===== config.mk =====
export PLATFORM = sky130hd
export DESIGN_NAME = mem_arbiter
export DESIGN_NICKNAME = d
export VERILOG_FILES = /design/src/rtl/mem_arb_pkg.sv /design/src/rtl/arb2_rr.sv /design/src/rtl/mem_arbiter.sv
export SDC_FILE = /design/constraint.sdc
export NUM_CORES = 1
export LEC_CHECK = 0
export BUFFER_PORTS_ARGS = -buffer_cell sky130_fd_sc_hd__clkbuf_2
export CORE_MARGIN = 1
export CORE_UTILIZATION = 35
export DETAILED_ROUTE_END_ITERATION = 10
export SLEW_MARGIN = 5
export SYNTH_ARGS = -nofsm -noshare
export SYNTH_HDL_FRONTEND = slang
export SYNTH_SLANG_ARGS = --single-unit
export TNS_END_PERCENT = 100

===== constraint.sdc =====
create_clock -name clk -period 1.55 [get_ports clk]
set_input_delay 0.0775 -clock clk [delete_from_list [all_inputs] [get_ports clk]]
set_output_delay 0.0775 -clock clk [all_outputs]
set_load 0.005 [all_outputs]

===== src/rtl/mem_arb_pkg.sv =====
// Shared definitions for the unified-memory arbiter: FSM state and grant
// encodings plus the width helper for the memory-latency wait counter.
package mem_arb_pkg;

    typedef enum logic [1:0] {
        IDLE  = 2'd0,
        ISSUE = 2'd1,
        WAIT  = 2'd2,
        RESP  = 2'd3
    } arb_state_t;

    typedef enum logic {
        GNT_FETCH = 1'b0,
        GNT_DATA  = 1'b1
    } grant_t;

    // Width of a down-counter able to hold MEM_LAT.
    function automatic int lat_cnt_w(input int mem_lat);
        return $clog2(mem_lat + 1);
    endfunction

endpackage


===== src/rtl/arb2_rr.sv =====
// Two-requester grant logic: a lone requester always wins; on a tie the
// data port wins (FAIR=0) or the port not served last wins (FAIR=1).
import mem_arb_pkg::*;

module arb2_rr #(
    parameter int FAIR = 0
) (
    input  logic   if_req,
    input  logic   d_req,
    input  grant_t last_grant,
    output grant_t grant
);

    // Pick the winner for the current IDLE cycle.
    always_comb begin
        grant = GNT_FETCH;
        if (if_req && d_req) begin
            if (FAIR != 0) begin
                grant = (last_grant == GNT_FETCH) ? GNT_DATA : GNT_FETCH;
            end else begin
                grant = GNT_DATA;
            end
        end else if (d_req) begin
            grant = GNT_DATA;
        end else begin
            grant = GNT_FETCH;
        end
    end

endmodule


===== src/rtl/mem_arbiter.sv =====
// Serialises instruction-fetch and load/store accesses onto one single-port
// memory. Each access runs IDLE -> ISSUE -> WAIT(MEM_LAT) -> RESP, so an ack
// arrives MEM_LAT+2 cycles after the request is sampled in IDLE.
import mem_arb_pkg::*;

module mem_arbiter #(
    parameter int ADDR_W  = 32,
    parameter int DATA_W  = 32,
    parameter int MEM_LAT = 2,
    parameter int FAIR    = 0
) (
    input  logic              clk,
    input  logic              reset,
    input  logic              if_req,
    input  logic [ADDR_W-1:0] if_addr,
    output logic              if_ack,
    output logic [DATA_W-1:0] if_rdata,
    output logic              if_stall,
    input  logic              d_req,
    input  logic              d_we,
    input  logic [ADDR_W-1:0] d_addr,
    input  logic [DATA_W-1:0] d_wdata,
    output logic              d_ack,
    output logic [DATA_W-1:0] d_rdata,
    output logic              d_stall,
    output logic              mem_en,
    output logic              mem_we,
    output logic [ADDR_W-1:0] mem_addr,
    output logic [DATA_W-1:0] mem_wdata,
    input  logic [DATA_W-1:0] mem_rdata
);

    localparam int CNT_W = lat_cnt_w(MEM_LAT);

    arb_state_t        state_r,      state_nxt_s;
    grant_t            grant_r,      grant_nxt_s;
    grant_t            last_grant_r, last_grant_nxt_s;
    grant_t            arb_grant_s;
    logic              cmd_we_r,     cmd_we_nxt_s;
    logic [ADDR_W-1:0] cmd_addr_r,   cmd_addr_nxt_s;
    logic [DATA_W-1:0] cmd_wdata_r,  cmd_wdata_nxt_s;
    logic [CNT_W-1:0]  cnt_r,        cnt_nxt_s;
    logic              mem_en_r,     mem_en_nxt_s;
    logic              mem_we_r,     mem_we_nxt_s;
    logic              if_ack_r,     if_ack_nxt_s;
    logic              d_ack_r,      d_ack_nxt_s;
    logic [DATA_W-1:0] if_rdata_r,   if_rdata_nxt_s;
    logic [DATA_W-1:0] d_rdata_r,    d_rdata_nxt_s;

    arb2_rr #(
        .FAIR (FAIR)
    ) u_arb (
        .if_req     (if_req),
        .d_req      (d_req),
        .last_grant (last_grant_r),
        .grant      (arb_grant_s)
    );

    // Next-state and next-register values; strobes default low so they pulse.
    always_comb begin
        state_nxt_s      = state_r;
        grant_nxt_s      = grant_r;
        last_grant_nxt_s = last_grant_r;
        cmd_we_nxt_s     = cmd_we_r;
        cmd_addr_nxt_s   = cmd_addr_r;
        cmd_wdata_nxt_s  = cmd_wdata_r;
        cnt_nxt_s        = cnt_r;
        mem_en_nxt_s     = 1'b0;
        mem_we_nxt_s     = 1'b0;
        if_ack_nxt_s     = 1'b0;
        d_ack_nxt_s      = 1'b0;
        if_rdata_nxt_s   = if_rdata_r;
        d_rdata_nxt_s    = d_rdata_r;
        case (state_r)
            IDLE: begin
                if (if_req || d_req) begin
                    grant_nxt_s = arb_grant_s;
                    if (arb_grant_s == GNT_DATA) begin
                        cmd_we_nxt_s    = d_we;
                        cmd_addr_nxt_s  = d_addr;
                        cmd_wdata_nxt_s = d_wdata;
                        mem_we_nxt_s    = d_we;
                    end else begin
                        cmd_we_nxt_s    = 1'b0;
                        cmd_addr_nxt_s  = if_addr;
                        cmd_wdata_nxt_s = {DATA_W{1'b0}};
                        mem_we_nxt_s    = 1'b0;
                    end
                    mem_en_nxt_s = 1'b1;
                    state_nxt_s  = ISSUE;
                end else begin
                    state_nxt_s = IDLE;
                end
            end
            ISSUE: begin
                // The strobe is already on the bus this cycle; arm the latency count.
                cnt_nxt_s   = CNT_W'(MEM_LAT - 1);
                state_nxt_s = WAIT;
            end
            WAIT: begin
                if (cnt_r == {CNT_W{1'b0}}) begin
                    // Last WAIT cycle: read data is valid now, capture it with the ack.
                    state_nxt_s = RESP;
                    if (grant_r == GNT_DATA) begin
                        d_ack_nxt_s = 1'b1;
                        if (!cmd_we_r) begin
                            d_rdata_nxt_s = mem_rdata;
                        end else begin
                            d_rdata_nxt_s = d_rdata_r;
                        end
                    end else begin
                        if_ack_nxt_s   = 1'b1;
                        if_rdata_nxt_s = mem_rdata;
                    end
                end else begin
                    cnt_nxt_s = cnt_r - CNT_W'(1);
                end
            end
            RESP: begin
                // The served port still shows req here, so nothing is sampled.
                last_grant_nxt_s = grant_r;
                state_nxt_s      = IDLE;
            end
            default: begin
                state_nxt_s = IDLE;
            end
        endcase
    end

    // State, command, counter and response registers with synchronous reset.
    always_ff @(posedge clk) begin
        if (reset) begin
            state_r      <= IDLE;
            grant_r      <= GNT_FETCH;
            last_grant_r <= GNT_FETCH;
            cmd_we_r     <= 1'b0;
            cmd_addr_r   <= {ADDR_W{1'b0}};
            cmd_wdata_r  <= {DATA_W{1'b0}};
            cnt_r        <= {CNT_W{1'b0}};
            mem_en_r     <= 1'b0;
            mem_we_r     <= 1'b0;
            if_ack_r     <= 1'b0;
            d_ack_r      <= 1'b0;
            if_rdata_r   <= {DATA_W{1'b0}};
            d_rdata_r    <= {DATA_W{1'b0}};
        end else begin
            state_r      <= state_nxt_s;
            grant_r      <= grant_nxt_s;
            last_grant_r <= last_grant_nxt_s;
            cmd_we_r     <= cmd_we_nxt_s;
            cmd_addr_r   <= cmd_addr_nxt_s;
            cmd_wdata_r  <= cmd_wdata_nxt_s;
            cnt_r        <= cnt_nxt_s;
            mem_en_r     <= mem_en_nxt_s;
            mem_we_r     <= mem_we_nxt_s;
            if_ack_r     <= if_ack_nxt_s;
            d_ack_r      <= d_ack_nxt_s;
            if_rdata_r   <= if_rdata_nxt_s;
            d_rdata_r    <= d_rdata_nxt_s;
        end
    end

    assign mem_en    = mem_en_r;
    assign mem_we    = mem_we_r;
    assign mem_addr  = cmd_addr_r;
    assign mem_wdata = cmd_wdata_r;
    assign if_ack    = if_ack_r;
    assign d_ack     = d_ack_r;
    assign if_rdata  = if_rdata_r;
    assign d_rdata   = d_rdata_r;
    assign if_stall  = if_req & ~if_ack_r;
    assign d_stall   = d_req & ~d_ack_r;

endmodule

# After elaboration in Yosys (flattened, before gate mapping)
# Index checks and enable logic that the tools add are counted.
dict set report op_classes {
  n_eq_ne 5
  add_sub_neg 1
  muxes 13
  n_bitwise 10
  reduce_logical 12
}
# cell n
set ops {}
lappend ops {{$mux W32} 2}
lappend ops {{$not A1 Y1} 8}
lappend ops {{$pmux W2 S4} 1}
lappend ops {{$mux W1} 7}
lappend ops {{$reduce_or A3 Y1} 2}
lappend ops {{$eq A2 B2 Y1 const B} 2}
lappend ops {{$logic_not A2 Y1} 2}
lappend ops {{$mux W2} 2}
lappend ops {{$ne A2 B2 Y1 const B} 2}
lappend ops {{$pmux W2 S2} 1}
lappend ops {{$reduce_and A2 Y1} 2}
lappend ops {{$reduce_and A4 Y1} 1}
lappend ops {{$reduce_and A3 Y1} 1}
lappend ops {{$and A1 B1 Y1} 2}
lappend ops {{$eq A2 B1 Y1 const B} 1}
lappend ops {{$reduce_bool A2 Y1} 1}
lappend ops {{$reduce_or A2 Y1} 1}
lappend ops {{$sub A2 B1 Y2 const B} 1}
lappend ops {{$logic_and A1 B1 Y1} 1}
lappend ops {{$logic_or A1 B1 Y1} 1}
dict set report word_totals {
  elab_cells 53
  register_bits 138
  out_inout_bits 134
  inputBits 133
}

# Depth between registers and ports, before layout
dict set report logic_depth {
  depth_word 3
  mapped_depth 7
  depth_no_buf 5
}

# Hierarchy
# From an unflattened synthesis, not the netlist that was laid out.
dict set report unflattened {
  hier_cells 622
  area_unflattened_um2 5367.6
}
# module area_each_um2 cells_each seq_area_each_um2 instances
set by_module_without_submodules {}
lappend by_module_without_submodules {mem_arbiter 5363.9 621 2782.7 1}
lappend by_module_without_submodules {arb2_rr 3.8 1 0.0 1}

# Least setup slack after synthesis
# No wires, ideal clock.
dict set report synth_timing {
  kind {register to register}
  start {register state_r[0]}
  end {register d_rdata_r[10], in the netlist d_rdata[10]}
  path_stages_with_launch 8
  path_buffers 2
  arrival_time_ns 1.209
  path_slack_ns 0.208
  period_less_slack_ns 1.342
  required_time_ns 1.418
  setup_time_ns 0.132
  cell_sequence {dfxtp_1 > inv_1 > ha_1 > and4b_1 > buf_2 > buf_4 > nand2_1 > a21oi_1}
}
dict set report synth_between {
  elab_chain_len 2
}
# element line
set synth_rtl {}
lappend synth_rtl {{from (decl)} mem_arbiter.sv:35} ;# arb_state_t state_r, state_nxt_s;
lappend synth_rtl {{from (signal assigned)} mem_arbiter.sv:147} ;# state_r <= state_nxt_s;
lappend synth_rtl {{$eq A2 B2 Y1} mem_arbiter.sv:74} ;# case (state_r)
lappend synth_rtl {{$reduce_and A4 Y1 (no source line)} --}
lappend synth_rtl {{to (signal assigned)} mem_arbiter.sv:145} ;# d_rdata_r <= {DATA_W{1'b0}};
lappend synth_rtl {{to (signal assigned)} mem_arbiter.sv:159} ;# d_rdata_r <= d_rdata_nxt_s;
lappend synth_rtl {{to (decl)} mem_arbiter.sv:48} ;# logic [DATA_W-1:0] d_rdata_r, d_rdata_nxt_s;
# Every way passes these cells.
# A chain may end at the register's enable or synchronous reset.

# Worst setup path after layout
dict set report layout_timing {
  start {register state_r[0]}
  end {register d_rdata_r[13], in the netlist d_rdata[13]}
}
# The elaborated chain is that of the path after synthesis.

==> flow_metrics.py <==
metrics = {
    "placed_design": {
        "hpwl_mm": 9.80,
        "place.gp.congestion": 0.718,
        "port_buffers": 266,
        "dp_cells": 1038,
    },
    "global_routing": {
        "grt_pass1_wl_mm": 23.9,
        "grt_max_degree": 79,
        "first_global_vias": 5030,
        "antenna_found_initial": 0,
        "globalRouteTotalUtil_pct": 18.8,
        "global_route.overflow_total": 0,
    },
    "clocking": {
        "clk_pin_slew_worst_paths_ns": 0.06,
        "h-tree-depth": 4,
        "cts_tree": "built",
        "cts_buffer_depth": 2,
        "clock_sinks": 138,
        "clock_latency_ns": 0.41,
        "postCtsSetupBuffers": 0,
        "cts_buffers": 17,
        "clockRootBuffer": "clkbuf_16",
    },
    "detailed_routing": {
        "wl_per_cell_um": 13.6,
        "dr.pass1.iters": 4,
        "viasPerCell": 4.68,
        "vias": 5326,
        "first_iter_violations": 267,
        "drt-total-wl_mm": 15.5,
        "drcViolationCount": 0,
        "final_antenna_net_count": 0,
    },
    "floorplanning": {
        "ios": 267,
        "core_mm2": 0.0151,
        "dieHeight_um": 126,
        "core.rowCount": 45,
        "initial_core_util_pct": 35.8,
        "die_x_um": 126,
        "die_area_mm2": 0.0160,
    },
    "cells_and_area": {
        "nets": 1078,
        "final_common_cell": "clkbuf_2",
        "final-instance-count-excl-fill": 1139,
        "drive_above_1_share_pct": 36.6,
        "fillers": 1391,
        "areaGrowthSynthToFinish_pct": 53.7,
        "final_cell_mix": "clkbuf_2 (264), nand2_1 (166), dfxtp_1 (138)",
        "antenna_cells": 0,
    },
    "power_and_ir_drop": {
        "p_leak_nw": 3.72,
        "power_w": 0.0121,
        "vdd_ir_drop_max_uv": 726,
        "power_density_mw_per_mm2": 1450,
    },
    "timing": {
        "tightest_slew_ns": 0.475,
        "finalSetupViolations": 0,
        "rsz0062_at_grt": "false",
        "clock_skew_ns": 0.0106,
        "hold_viol_final": 0,
        "period_share_pct": 96.3,
        "fin_crit_ns": 1.49,
        "slew_viol_final": 0,
        "max_slew_margin_pct": 68.3,
        "finalSetupTns_ns": 0,
        "max_freq_mhz": 670,
    },
    "critical_path": {
        "cp-end-kind": "flop",
        "path_max_fanout": 16,
        "critPathLaunchType": "flop",
        "cp.arrival_ns": 1.82,
        "path_class": "flop to flop",
        "crit_required_ns": 1.88,
    },
    "synthesis": {
        "avgSynthCellArea_um2": 8.79,
        "yosysSeqAreaShare_pct": 51.0,
        "syn-cell-area_mm2": 0.00542,
        "synthDistinctLibCells": 29,
        "synth_fp_nets": 755,
        "synthCells": 617,
        "yosysWarningCount": 0,
        "synth-seq-cells": 138,
    },
    "run_status": {
        "outcome": "complete, no violations",
    },
    "flow_run": {
        "cap_violations": 0,
    },
    "worst_hold_path": {
        "hold_path.class": "input pin to flop",
    },
}
-- kinds of logic (layout without fill, tap and decap cells) --
kind of cell             after synthesis  after routing  synth area share [%]
AO/OA/AOI/OAI                        137            137                  17.3
adder cells (fa/ha/maj)                5              5                  1.15
buffers and inverters                 55            389                  5.54
flip-flops                           138            138                  51.0
multiplexers                          33             33                  6.09
AND/OR/NAND/NOR                      249            249                  18.9
-- area by class of cell --
cell class	instances	area (um^2)	area share, %
Clock buffer	23	468	5.62
Clock inverter	7	141	1.70
Inverter	4	15.0	0.180
Multi-Input combinational cell	424	2370	28.5
Sequential cell	138	2760	33.2
Tap cell	188	235	2.82
Timing Repair Buffer	355	2330	28.0
-- final timing paths --
path | from | end | slack [ns] | depth (start not counted)
worst max-delay path | state_r[0] | d_rdata[13] | 0.06 | 6
worst max register to register | state_r[0] | d_rdata[13] | 0.06 | 6
worst min register to register | mem_wdata[19] | mem_wdata[19] | 0.45 | 2
worst min-delay path | if_addr[27] | mem_addr[27] | 0.03 | 3
-- flip-flops by register name, indices dropped and copies added (netlist names) --
signal,flops
if_rdata,32
cmd_we_r,1
mem_we,1
mem_addr,32
state_r,2
mem_wdata,32
grant_r,1
d_ack,1
cnt_r,2
if_ack,1
d_rdata,32
mem_en,1
-- synth_stat cells --
master,instances,area (um^2)
nand2_1,166,623
a211oi_2,30,375
nand3_1,33,165
dfxtp_1,138,2760
nand3b_1,1,7.51
o21a_2,1,8.76
mux2i_1,33,330
buf_4,9,67.6
buf_6,5,56.3
nor3_1,2,10.0
nand4b_1,1,8.76
and4b_1,2,20.0
inv_1,4,15.0
nand2b_1,4,25.0
clkbuf_4,1,7.51
and3_1,1,6.26
buf_2,15,75.1
a21oi_1,101,505
nor3b_1,1,7.51
nor2_1,35,131
buf_1,1,3.75
o21ai_4,1,16.3
o21ba_2,1,10.0
and3b_1,1,8.76
ha_1,5,62.6
a311oi_1,1,8.76
a211oi_1,2,15.0
nor2b_1,2,12.5
clkbuf_1,20,75.1
-- through the flow --
step,setup slack [ns],area [um^2],hold slack [ns],util [%]
floorplan,0.208,5420,0.213,-
global placement,0.0935,6970,0.318,46.0
detailed placement,0.0343,6970,0.319,46.0
CTS,0.0167,8270,0.00661,54.6
global route,0.00819,8330,0.00854,55.0
finish,0.0575,8330,0.0260,55.0
-- layer usage --
layer  global-route usage, %  wire length [um]  vias to the layer above
met2                    30.9              7140                      193
met1                    22.8              7080                     2395
met4                    7.80               242                        0
met5                       0                 0                        -
met3                    5.82               997                       19
li1                        -                 -                     2719
-- critical path, stage by stage (launching register included) --
cell and delay [ns]:
dfxtp_1 0.32, inv_1 0.11, ha_2 0.23, and4b_4 0.34
clkbuf_16 0.21, nand2_1 0.06, a21oi_1 0.14
-- where the power goes --
group	internal, W	switching [W]	total, W
Sequential	0.00414	0.000299	0.00444
Combinational	0.00157	0.00187	0.00344
Clock	0.00276	0.00146	0.00423
Total	0.00847	0.00363	0.0121
-- repair_timing --
item                       4_1_cts  5_1_grt
hold buffers                    69        0
hold endpoints to repair       104        0
setup endpoints to repair        0       38
gates resized for setup          0        5
Note: power is estimated with default switching activity, not from simulation.
